[src/rtl/ultrasonic_ranger_mc.sv]
// Multi-channel round-robin ultrasonic ranger: trigger, echo timing in us, cm conversion, tagged results.
// Optional per-channel smoothing filter on reported distance when ULTRASONIC_AVG_EN is defined.
module ultrasonic_ranger_mc #(
  parameter int CLK_HZ          = 100_000_000,
  parameter int NUM_CH          = 4,
  parameter int TRIG_US         = 10,
  parameter int RISE_TIMEOUT_US = 500,
  parameter int ECHO_MAX_US     = 25000,
  parameter int HOLDOFF_US      = 10000,
  parameter int DIST_W          = 10,
  localparam int CH_W           = (NUM_CH > 1) ? $clog2(NUM_CH) : 1
) (
  input  logic              clk,
  input  logic              rst,
  input  logic              auto_en,
  input  logic [NUM_CH-1:0] ch_en,
  output logic [NUM_CH-1:0] trig,
  input  logic [NUM_CH-1:0] echo,
  output logic [DIST_W-1:0] dist_cm,
  output logic [CH_W-1:0]   dist_ch,
  output logic              dist_valid,
  output logic              timeout,
  output logic              busy,
  output logic [2:0]        state_out
);

  localparam int US_DIV   = CLK_HZ / 1_000_000;
  localparam int PRE_W    = (US_DIV > 1) ? $clog2(US_DIV) : 1;
  localparam int CNT_MAX  = (TRIG_US > RISE_TIMEOUT_US ? TRIG_US : RISE_TIMEOUT_US) >
                            (ECHO_MAX_US > HOLDOFF_US ? ECHO_MAX_US : HOLDOFF_US) ?
                            (TRIG_US > RISE_TIMEOUT_US ? TRIG_US : RISE_TIMEOUT_US) :
                            (ECHO_MAX_US > HOLDOFF_US ? ECHO_MAX_US : HOLDOFF_US);
  localparam int CNT_W    = $clog2(CNT_MAX + 1);
  localparam int PROD_W   = $clog2(ECHO_MAX_US * 1130 + 1);
  localparam int DIST_MAX = (1 << DIST_W) - 1;

  typedef enum logic [2:0] {
    S_IDLE      = 3'd0,
    S_TRIG      = 3'd1,
    S_WAIT_RISE = 3'd2,
    S_MEASURE   = 3'd3,
    S_HOLDOFF   = 3'd4,
    S_SELECT    = 3'd5
  } state_e;

  state_e              state_q, state_d;
  logic [CH_W-1:0]     cur_ch_q, cur_ch_d;
  logic                started_q, started_d;
  logic [PRE_W-1:0]    presc_q, presc_d;
  logic [CNT_W-1:0]    us_cnt_q, us_cnt_d;
  logic [NUM_CH-1:0]   sync1_q, sync2_q;
  logic [DIST_W-1:0]   dist_cm_q;
  logic [CH_W-1:0]     dist_ch_q;
  logic                dist_valid_q, timeout_q;

  logic                tick, echo_s, post, post_to, found;
  logic [CH_W-1:0]     next_ch;
  int                  start_idx, idx;
  logic [CNT_W-1:0]    meas_us;
  logic [PROD_W-1:0]   prod, scaled;
  logic [DIST_W-1:0]   raw_cm, sample_cm;

  // Two-flop synchroniser per channel; only cur_ch's output is consumed.
  always_ff @(posedge clk) begin
    if (rst) begin
      sync1_q <= '0;
      sync2_q <= '0;
    end else begin
      // NOTE: non-blocking assignments let every flop sample the pre-edge values, giving a true 2-stage chain.
      sync1_q <= echo;
      sync2_q <= sync1_q;
    end
  end

  assign echo_s = sync2_q[cur_ch_q];
  assign tick   = (presc_q == PRE_W'(US_DIV - 1));

  // Round-robin search upward from the channel after the last one serviced.
  always_comb begin
    next_ch   = '0;
    found     = 1'b0;
    idx       = 0;
    start_idx = started_q ? int'(cur_ch_q) + 1 : 0;
    if (start_idx >= NUM_CH) start_idx = 0;
    for (int i = 0; i < NUM_CH; i++) begin
      idx = start_idx + i;
      if (idx >= NUM_CH) idx = idx - NUM_CH;
      if (!found && ch_en[CH_W'(idx)]) begin
        found   = 1'b1;
        next_ch = CH_W'(idx);
      end
    end
  end

  always_comb begin
    // NOTE: every always_comb output gets a default first so no path leaves it unassigned (no latch).
    state_d   = state_q;
    cur_ch_d  = cur_ch_q;
    started_d = started_q;
    post      = 1'b0;
    post_to   = 1'b0;
    case (state_q)
      S_IDLE: begin
        if (auto_en && (ch_en != '0)) state_d = S_SELECT;
      end
      S_SELECT: begin
        if (found) begin
          cur_ch_d  = next_ch;
          started_d = 1'b1;
          state_d   = S_TRIG;
        end else begin
          state_d = S_IDLE;
        end
      end
      S_TRIG: begin
        if (tick && (us_cnt_q == CNT_W'(TRIG_US - 1))) state_d = S_WAIT_RISE;
      end
      S_WAIT_RISE: begin
        if (echo_s) begin
          state_d = S_MEASURE;
        end else if (us_cnt_q == CNT_W'(RISE_TIMEOUT_US)) begin
          post    = 1'b1;
          post_to = 1'b1;
          state_d = S_HOLDOFF;
        end
      end
      S_MEASURE: begin
        if (us_cnt_q == CNT_W'(ECHO_MAX_US)) begin
          post    = 1'b1;
          post_to = 1'b1;
          state_d = S_HOLDOFF;
        end else if (!echo_s) begin
          post    = 1'b1;
          state_d = S_HOLDOFF;
        end
      end
      S_HOLDOFF: begin
        if (tick && (us_cnt_q == CNT_W'(HOLDOFF_US - 1)))
          state_d = (auto_en && (ch_en != '0)) ? S_SELECT : S_IDLE;
      end
      default: state_d = S_IDLE;
    endcase
  end

  // Timebase restarts on every state change so each state lasts whole microseconds.
  always_comb begin
    presc_d  = presc_q + PRE_W'(1);
    us_cnt_d = us_cnt_q;
    if ((state_d != state_q) || (state_q == S_IDLE)) begin
      presc_d  = '0;
      us_cnt_d = '0;
    end else if (tick) begin
      presc_d  = '0;
      us_cnt_d = us_cnt_q + CNT_W'(1);
    end
  end

  // The cycle spent detecting the rise in WAIT_RISE is recovered by counting this cycle's tick.
  assign meas_us = us_cnt_q + CNT_W'(tick);
  assign prod    = PROD_W'(meas_us) * PROD_W'(1130);
  assign scaled  = prod >> 16;
  assign raw_cm  = (32'(scaled) > 32'(DIST_MAX)) ? '1 : DIST_W'(scaled);

`ifdef ULTRASONIC_AVG_EN
  logic [DIST_W-1:0]       filt_q [NUM_CH];
  logic [NUM_CH-1:0]       filt_vld_q;
  logic signed [DIST_W:0]  f_old_s, diff_s, upd_s;

  always_comb begin
    f_old_s   = $signed({1'b0, filt_q[cur_ch_q]});
    diff_s    = $signed({1'b0, raw_cm}) - f_old_s;
    upd_s     = f_old_s + (diff_s >>> 2);
    sample_cm = filt_vld_q[cur_ch_q] ? upd_s[DIST_W-1:0] : raw_cm;
  end

  always_ff @(posedge clk) begin
    if (rst)                   filt_vld_q <= '0;
    else if (post && !post_to) filt_vld_q[cur_ch_q] <= 1'b1;
  end

  // NOTE: filt_q is a storage array without reset; filt_vld_q guards every read until a real sample is loaded.
  always_ff @(posedge clk) begin
    if (post && !post_to) filt_q[cur_ch_q] <= sample_cm;
  end
`else
  assign sample_cm = raw_cm;
`endif

  always_ff @(posedge clk) begin
    if (rst) begin
      state_q      <= S_IDLE;
      cur_ch_q     <= '0;
      started_q    <= 1'b0;
      presc_q      <= '0;
      us_cnt_q     <= '0;
      dist_cm_q    <= '0;
      dist_ch_q    <= '0;
      dist_valid_q <= 1'b0;
      timeout_q    <= 1'b0;
    end else begin
      state_q      <= state_d;
      cur_ch_q     <= cur_ch_d;
      started_q    <= started_d;
      presc_q      <= presc_d;
      us_cnt_q     <= us_cnt_d;
      dist_valid_q <= post;
      if (post) begin
        dist_cm_q <= post_to ? '1 : sample_cm;
        dist_ch_q <= cur_ch_q;
        timeout_q <= post_to;
      end
    end
  end

  always_comb begin
    trig = '0;
    if (state_q == S_TRIG) trig[cur_ch_q] = 1'b1;
  end

  assign dist_cm    = dist_cm_q;
  assign dist_ch    = dist_ch_q;
  assign dist_valid = dist_valid_q;
  assign timeout    = timeout_q;
  assign busy       = (state_q != S_IDLE);
  assign state_out  = state_q;

endmodule

[config.mk]
export PLATFORM = sky130hd
export DESIGN_NAME = ultrasonic_ranger_mc
export DESIGN_NICKNAME = d
export VERILOG_FILES = /design/src/rtl/ultrasonic_ranger_mc.sv
export SDC_FILE = /design/constraint.sdc
export NUM_CORES = 1
export LEC_CHECK = 0
export CORE_MARGIN = 4
export CORE_UTILIZATION = 23
export DETAILED_ROUTE_END_ITERATION = 12
export SYNTH_ARGS = -nofsm -noshare
export SYNTH_HDL_FRONTEND = slang
export SYNTH_SLANG_ARGS = --single-unit
[constraint.sdc]
create_clock -name clk -period 5.9 [get_ports clk]
set_input_delay 1.18 -clock clk [delete_from_list [all_inputs] [get_ports clk]]
set_output_delay 1.18 -clock clk [all_outputs]
set_load 0.02 [all_outputs]
* Yosys cells after proc, flatten, opt, wreduce, memory -nomap -nowiden *
Cells that the tools add are included.
Widths: inputs -> output; s select.

word-level totals
  register bits = 50
  latch bits = 0
  bits in writable memories = 0
  memory bits (read-only) = 0
  input bits = 11
  output and inout bits = 22
  word-level logic and storage cells = 113
  memories kept = 0

cells by class
  $add $sub $neg = 11
  $mul = 1
  divide/modulo/power cells = 0
  magnitude comparators = 12
  equal/unequal tests = 11
  shifts and indexed selects = 0
  mux-type cells = 50
  bitwise operators = 0
  reductions and logical operators = 17

operator list
  cell                    count
  $mux 3                  10
  $mul 15x10->24 const B  1
  $mux 1                  20
  $mux 10                 2
  $pmux 3 s6              1
  $lt 2x4->1 const B      4
  $mux 2                  8
  $add 15x1->15           1
  $add 15x1->15 const B   1
  $eq 15x14->1 const B    1
  $eq 15x15->1 const B    1
  $eq 15x4->1 const B     1
  $eq 15x9->1 const B     1
  $ge 4x3->1 const B      3
  $bmux 1 s2              5
  $gt 9x10->1 const B     1
  $add 3x2->4 const B     2
  $sub 2x1->2 const B     4
  $add 7x1->7 const B     1
  $eq 7x7->1 const B      1
  $logic_and 1x1->1       7
  $eq 3x2->1 const B      2
  $eq 3x3->1 const B      2
  $ge 3x3->1 const B      2
  other kinds (17)        20

* Longest topological paths before layout *
Gate-level depths: netlist of run 1.

  depth in word-level cells = 24
  depth in mapped cells = 26
  mapped depth without buffers = 26

* Worst setup path after synthesis of run 1 *
No wires, ideal clock.

  kind = register -> register
  start = register presc_q[0]
  end = register dist_cm_q[7], in the netlist dist_cm[7]
  setup time = 0.121 ns
  arrival = 6.261 ns
  data required time = 5.779 ns
  path slack = -0.482 ns
  cell stages (with the launch flop) = 26
  buffers on the path = 0
  period minus slack after synthesis = 6.382 ns
  cell sequence = dfxtp_1 -> ha_1 -> and3_1 -> nand2_1 -> inv_2 -> ha_1 -> ha_1 -> nand3_1 -> or2_2 -> nor2_1 -> xor2_1 -> ha_1 -> ha_1 -> fa_1 -> fa_1 -> inv_1 -> fa_1 -> inv_1 -> ha_1 -> a211oi_1 -> nand2_1 -> o31ai_2 -> nor3_1 -> or3_1 -> xnor2_1 -> a21oi_1

on the way
  word-level cells in the longest chain between the ends = 6

RTL lines
  item                      line  RTL
  start: declaration        49    logic [PRE_W-1:0] presc_q, presc_d;
  start signal: assignment  204   presc_q <= presc_d;
  $eq 7x7->1 (*)            76    assign tick = (presc_q == PRE_W'(US_DIV - 1));
  $add 15x1->15 (*)         159   assign meas_us = us_cnt_q + CNT_W'(tick);
  $mul 15x10->24 (*)        160   assign prod = PROD_W'(meas_us) * PROD_W'(1130);
  $gt 9x10->1               162   assign raw_cm = (32'(scaled) > 32'(DIST_MAX)) ? '1 : DIST_W'(scaled);
  $mux 10 (*)               162
  $mux 10 (*)               208   dist_cm_q <= post_to ? '1 : sample_cm;
  end signal: assignment    208
  end: declaration          52    logic [DIST_W-1:0] dist_cm_q;

Mark *: on every way between the ends. The rest lies on a longest branch, timed or not.
A chain may end at the register's enable or synchronous reset.

* Worst setup path after layout of run 1 *
  start = register presc_q[0]
  end = register dist_cm_q[6], in the netlist dist_cm[6]

Same word-level chain as after synthesis.

==> metrics.txt, run 1 <==
run status finished clean; # port buffers 32; fmax roughly 180 MHz; syn nets around 690; Die Ht 155 µm; fin area around 6400 µm²; Yosys cell types 66; Fin. Hold Viols 0; hold path start sync1_q[3]; Area Growth Syn to Fin 28.1%; fillers 2215; clock root cell clkbuf_16; Worst Setup Start Kind flip-flop; R2R Setup Slk roughly 190 ps; crit path kind flip-flop to flip-flop; GR Util All Layers approximately 8.9%; Sw Ratio roughly 25%; Cells after Synth roughly 560; CTS tree built; grt peak-use layer met2; # hold bufs at CTS 0; IR drop worst, VDD approximately 0.12 mV; grt met2 use between 10% and 20%; Die W 155 µm; io pins 33; antenna-violating nets left 0; R2R Path End dist_cm[6]; diodes inserted 0; CP arrival 5940 ps; grt total ovfl 0; largest net degree at the start of global routing 23; hold path depth 1; Nets between 700 and 800; initial cell density of the core between 20% and 30%; Mean Syn Cell Area between 8 and 9 µm²; net switching power between 0.2 and 0.25 mW; sequential share of the synthesized area approximately a fifth; R2R cell count 26; ys flop type dfxtp_1; yosys synthesis warning count 0; setup tns final 0 ps; met1 usage a little under an eighth; initial antenna violation count 0; required time at the worst-slack endpoint around 6100 ps; total power between 0.8 and 0.9 mW; Die ar. 24000 µm²; Pins Over Slew Limit 0; routed wire length about 11000 µm; Post-synth EDFFs 0; Storage cell area roughly 980 µm²; RSZ-0062 raised after global routing yes; vias in the first global route roughly 3.8k; worst slew pin tran just over 600 ps; DRT iter0 DRCs 123; hold crit path type flip-flop to flip-flop; Final HPWL DP between 8000 and 9000 µm; layout cells sized above 1 a little under a fifth; crit share post-route 96.8%; routability cong. a little over 0.8; number of detailed-route iterations in the first pass 4; share of power burned in registers between 40% and 50%; Final setup violation count 0; H-tree depth 2; P per Cell Area about 140 nW/µm²; FF-to-FF Start presc_q[0]; Logic pwr share about 15%; Period minus WS final 5710 ps; Pleak between 2 and 3 nW; MaxCap Viol Count 0; via count ~3.9k; Multi-input gate area about 4000 µm²; placed instance area 5820 µm²; FF+latch count, synth 49; P_int approximately 0.64 mW; CTS max path bufs 2; Final Util a little under a third; async set-reset flop share out of synthesis 0%; clock power share a little over two fifths; clk sink count 49; Num CTS Buffers 5; clock latency on the worst-skew pair a little under 300 ps; vias per inst ~4.3; GRT met3 Usage under 10%; drc violations 0; Layout Skew ~7.3 ps; post-DR wirelength/cell roughly 12 µm; CP max FO 4; Mapped Area approximately 5000 µm²; Row Count 53; total core area 21100 µm²; Slew headroom approximately three fifths; CP endpoint kind flip-flop; WHS Endpoint sync2_q[3]; first-pass GRT wire length 18000 µm; Clk pin slew, worst setup/hold paths ~70 ps
[worst max-delay path by stage]
| stage | start | endpoint | slack [ps] | depth (start not counted) |
|---|---|---|---|---|
| 6_report | presc_q[0] | dist_cm[6] | 190 | 26 |
| 5_1_grt | presc_q[0] | dist_cm[7] | -50 | 25 |
| 4_1_cts | presc_q[1] | dist_cm[6] | -6 | 26 |
| 3_5_place_dp | presc_q[1] | dist_cm[7] | -50 | 25 |
| 3_3_place_gp | presc_q[1] | dist_cm[7] | 70 | 27 |
| 2_1_floorplan | presc_q[1] | dist_cm[7] | 10 | 25 |
[power by group through the flow]
stage | Combinational, mW | Sequential, mW | Clock [mW]
after floorplan | 0.0804 | 0.367 | 0
after global placement | 0.130 | 0.365 | 0
after detailed placement | 0.130 | 0.365 | 0
after CTS | 0.131 | 0.358 | 0.376
after global routing | 0.144 | 0.361 | 0.386
final | 0.130 | 0.359 | 0.370
[stage by stage]
stage / instances / hold slack (ps) / worst slack, ps
floorplan: 558 / 414 / 14.5
global placement: 875 / 423 / 69.7
detailed placement: 875 / 423 / -53.7
CTS: 887 / 437 / -5.69
global route: 890 / 461 / -46.9
finish: 890 / 437 / 189
[cell usage after synthesis (3+ instances only)]
master    number  area share, %
dfxtp_1       49             20
or2_2          3           0.38
xnor2_1       19            3.4
a31oi_1        3           0.38
a21o_1         3           0.45
ha_1          89             22
nor3_1        11            1.1
and2_1         5           0.63
buf_6          3           0.68
and3_1         8            1.0
mux2i_1       10            2.0
fa_1          30             12
nor2b_1        9            1.1
clkbuf_1       9           0.68
a211oi_1       3           0.45
o21ai_0       18            1.8
nor2_1        55            4.2
o211ai_1       3           0.45
or3_1          4           0.50
buf_2          8           0.81
xor2_1        19            3.4
nand3_1       13            1.3
nor3_2         3           0.61
nand4_1        7           0.88
inv_1         83            6.3
a21oi_1       23            2.3
nand2_1       20            1.5
nor3b_1        4           0.61
[layout make-up]
type,count,share of cell area (%)
Clock inverter,3,1.02
Tap cell,275,5.41
Timing Repair Buffer,70,9.65
Inverter,84,5.00
Sequential cell,49,15.5
Multi-Input combinational cell,404,61.5
Clock buffer,5,1.97
[worst max-delay path, cell delays in order, from the launching register on]
cell and delay (ps):
dfxtp_2 350, ha_4 130, and3_4 200, nand2_4 60
inv_4 70, ha_4 130, ha_4 130, nand3_2 80
or2_4 310, xnor2_2 140, buf_4 160, ha_1 270
ha_1 320, fa_2 480, fa_1 560, inv_1 60
fa_1 500, inv_1 40, ha_1 270, nand3_1 130
a31oi_4 240, o31ai_4 130, buf_4 160, o211ai_1 150
a21oi_1 90, or3_1 350, a21oi_2 140
[registers in the layout, indices dropped and copies added (netlist names)]
signal / count
cur_ch_q: 2
state_out: 3
sync1_q: 4
dist_ch: 2
dist_valid: 1
presc_q: 7
us_cnt_q: 15
sync2_q: 4
dist_cm: 10
started_q: 1
[cells by family (layout without fill, tap and decap cells)]
group           Yosys count  count (layout)  share of synthesized area (%)
fa+ha+maj               119             119                           34.6
simple gates            159             159                           17.2
buf+inv                 105             162                           8.68
compound gates           74              74                           9.71
flops                    49              49                           19.8
xor+xnor                 39              39                           7.16
mux                      13              13                           2.93
[layer usage]
layer,vias up,wire length [µm]
met1,1831,4990
met2,41,5170
met4,0,116
met5,-,0
met3,9,310
li1,1986,-
[cell usage in the layout, fill, tap and decap left out, drive strengths merged, types with 2 or more instances in the layout]
cell type      Yosys  final
nand2             20     20
ha                89     89
or2                3      3
and3b              2      2
o211ai             3      3
dfxtp             49     49
nor4               2      2
nor3b              5      5
and3               8      8
o41ai              2      2
a21o               3      3
mux2               2      2
bufinv             0      2
inv               84     84
fa                30     30
o31ai              2      2
o21ai             18     18
buf               12     38
a31oi              3      3
nand4              7      7
a211oi             3      3
a21oi             23     23
xor2              19     19
nor2b              9      9
xnor2             19     19
clkdlybuf4s50      0     32
clkbuf             9      5
mux2i             10     10
nor2              55     55
or3                4      4
nand2b             2      2
and2               6      6
o21a               2      2
nor4b              3      3
nor3              14     14
nand3             13     13
[repair_timing]
item / in CTS / in global routing
setup endpoints to repair: 1 / 9
pin swaps: 9 / 29
gates resized for setup: 5 / 47
buffers inserted: 4 / 5
hold endpoints to repair: 0 / 0
Power figures use the tool's default switching activity.
==> run 2: changes to the inputs <==
--- a/config.mk
+++ b/config.mk
@@ -5,7 +5,6 @@
 export SDC_FILE = /design/constraint.sdc
 export NUM_CORES = 1
 export LEC_CHECK = 0
-export CORE_MARGIN = 4
 export CORE_UTILIZATION = 23
 export DETAILED_ROUTE_END_ITERATION = 12
 export SYNTH_ARGS = -nofsm -noshare
==> run 2 against run 1 <==
Effect of this change:
- global-route usage rose by 1.0 points
- fmax rose by 0.84%
- wire length fell by 0.33%
- hold slack barely moved
- cell count fell by 0.22%
- sequential power barely moved
- clock-buffer cell count rose by 1
- critical endpoint is now dist_cm[2]
- largest power group is now registers
==> metrics.txt, run 2 (synthesized netlist as in run 1, its figures left out) <==
Layout Skew approximately 4.2 ps; diodes inserted 0; CP endpoint kind flip-flop; initial cell density of the core a little under a quarter; P per Cell Area about 120 nW/µm²; fillers between 2k and 2.5k; Final HPWL DP about 8400 µm; vias per inst ~4.4; worst slack, placed -19.5 ps; routability cong. roughly 0.8; MaxCap Viol Count 0; clock root cell clkbuf_16; layout cells sized above 1 16.2%; Pleak roughly 2.9 nW; final worst slack 236 ps; total core area ~21000 µm²; Fin. Hold Viols 0; buffers plus inverters on the worst setup path 5; run status finished clean; worst slew pin tran about 720 ps; Nets between 700 and 800; fin area slightly above 6000 µm²; required time at the worst-slack endpoint between 6000 and 7000 ps; Row Count 53; CP max FO 4; Die ar. 22200 µm²; GRT met3 Usage under 10%; placed instance area ~5800 µm²; DRT iter0 DRCs around 110; clock latency on the worst-skew pair around 290 ps; post-DR wirelength/cell roughly 12 µm; Die Ht 149 µm; largest net degree at the start of global routing 23; number of detailed-route iterations in the first pass 4; most common cell after layout, fill and taps aside inv_1; Num CTS Buffers 5; vias in the first global route 3885; initial antenna violation count 0; CP delay by family, top adder cells; CP arrival 5840 ps; Final Util 29.3%; Area Growth Syn to Fin 24.6%; # port buffers 32; grt peak-use layer met2; Slowest cell on crit path fa_1; largest stage delay on the critical path roughly 560 ps; IR drop worst, VDD approximately 0.15 mV; GR Util All Layers under 10%; Slew headroom 51.9%; crit path kind flip-flop to flip-flop; crit share post-route between 90% and 100%; H-tree depth 2; antenna-violating nets left 0; Period minus WS final between 5000 and 6000 ps; CTS tree built; via count about 3.9k; # hold bufs at CTS 0; grt total ovfl 0; CTS max path bufs 2; clk sink count 49; io pins 33; hold crit path type flip-flop to flip-flop; drc violations 0; Pins Over Slew Limit 0; routed wire length 10600 µm; grt met2 use between 10% and 20%; Die W between 100 and 150 µm; first-pass GRT wire length approximately 18000 µm; fmax about 180 MHz; Worst Setup Start Kind flip-flop; Largest register FFs 15; Largest Register us_cnt_q; Clk pin slew, worst setup/hold paths approximately 60 ps; most frequent cells in the layout inv_1 (82), ha_1 (81), nor2_1 (50); Final setup violation count 0; met1 usage roughly an eighth
-- run 2: power by group --
group / leakage, nW / switching, mW / total [mW] / internal, mW
combinational: 2.40 / 0.0712 / 0.128 / 0.0572
sequential: 0.398 / 0.0164 / 0.360 / 0.343
clock: 0.0706 / 0.124 / 0.280 / 0.156
total: 2.87 / 0.212 / 0.768 / 0.556
-- run 2: final cells by class --
class | instances | area [µm²] | share of cell area (%)
Multi-Input combinational cell | 404 | 3810 | 61.6
Sequential cell | 49 | 983 | 15.9
Timing Repair Buffer | 68 | 591 | 9.55
Tap cell | 275 | 344 | 5.57
Inverter | 84 | 315 | 5.10
Clock buffer | 6 | 129 | 2.08
Clock inverter | 2 | 10.0 | 0.162
-- run 2: per-stage QoR --
step	power, mW	hold slack (ps)	instances	TNS, ps
2_1_floorplan	0.447	414	558	0
3_3_place_gp	0.495	419	875	0
3_5_place_dp	0.495	424	875	-43.2
4_1_cts	0.774	439	885	0
5_1_grt	0.807	460	888	-65.2
6_report	0.768	437	888	0
-- run 2: routing by layer --
| metal | up-vias | wire [µm] |
|---|---|---|
| met3 | 9 | 204 |
| met1 | 1872 | 5020 |
| met4 | 0 | 148 |
| met5 | - | 0 |
| met2 | 43 | 5190 |
| li1 | 1985 | - |
-- run 2: timing repair --
item                                    4_1_cts  5_1_grt
setup buffers                                 2        3
resized for setup                             2       31
pin swaps                                     8       21
endpoints found under the setup margin        3        9
-- run 2: path summary, 6_finish.rpt --
| path | from | end | slack (ps) | cells after the start |
|---|---|---|---|---|
| hold reg to reg | sync1_q[2] | sync2_q[2] | 440 | 1 |
| setup reg to reg | presc_q[1] | dist_cm[2] | 240 | 26 |
| hold / removal | sync1_q[2] | sync2_q[2] | 440 | 1 |
| setup / recovery | presc_q[1] | dist_cm[2] | 240 | 26 |
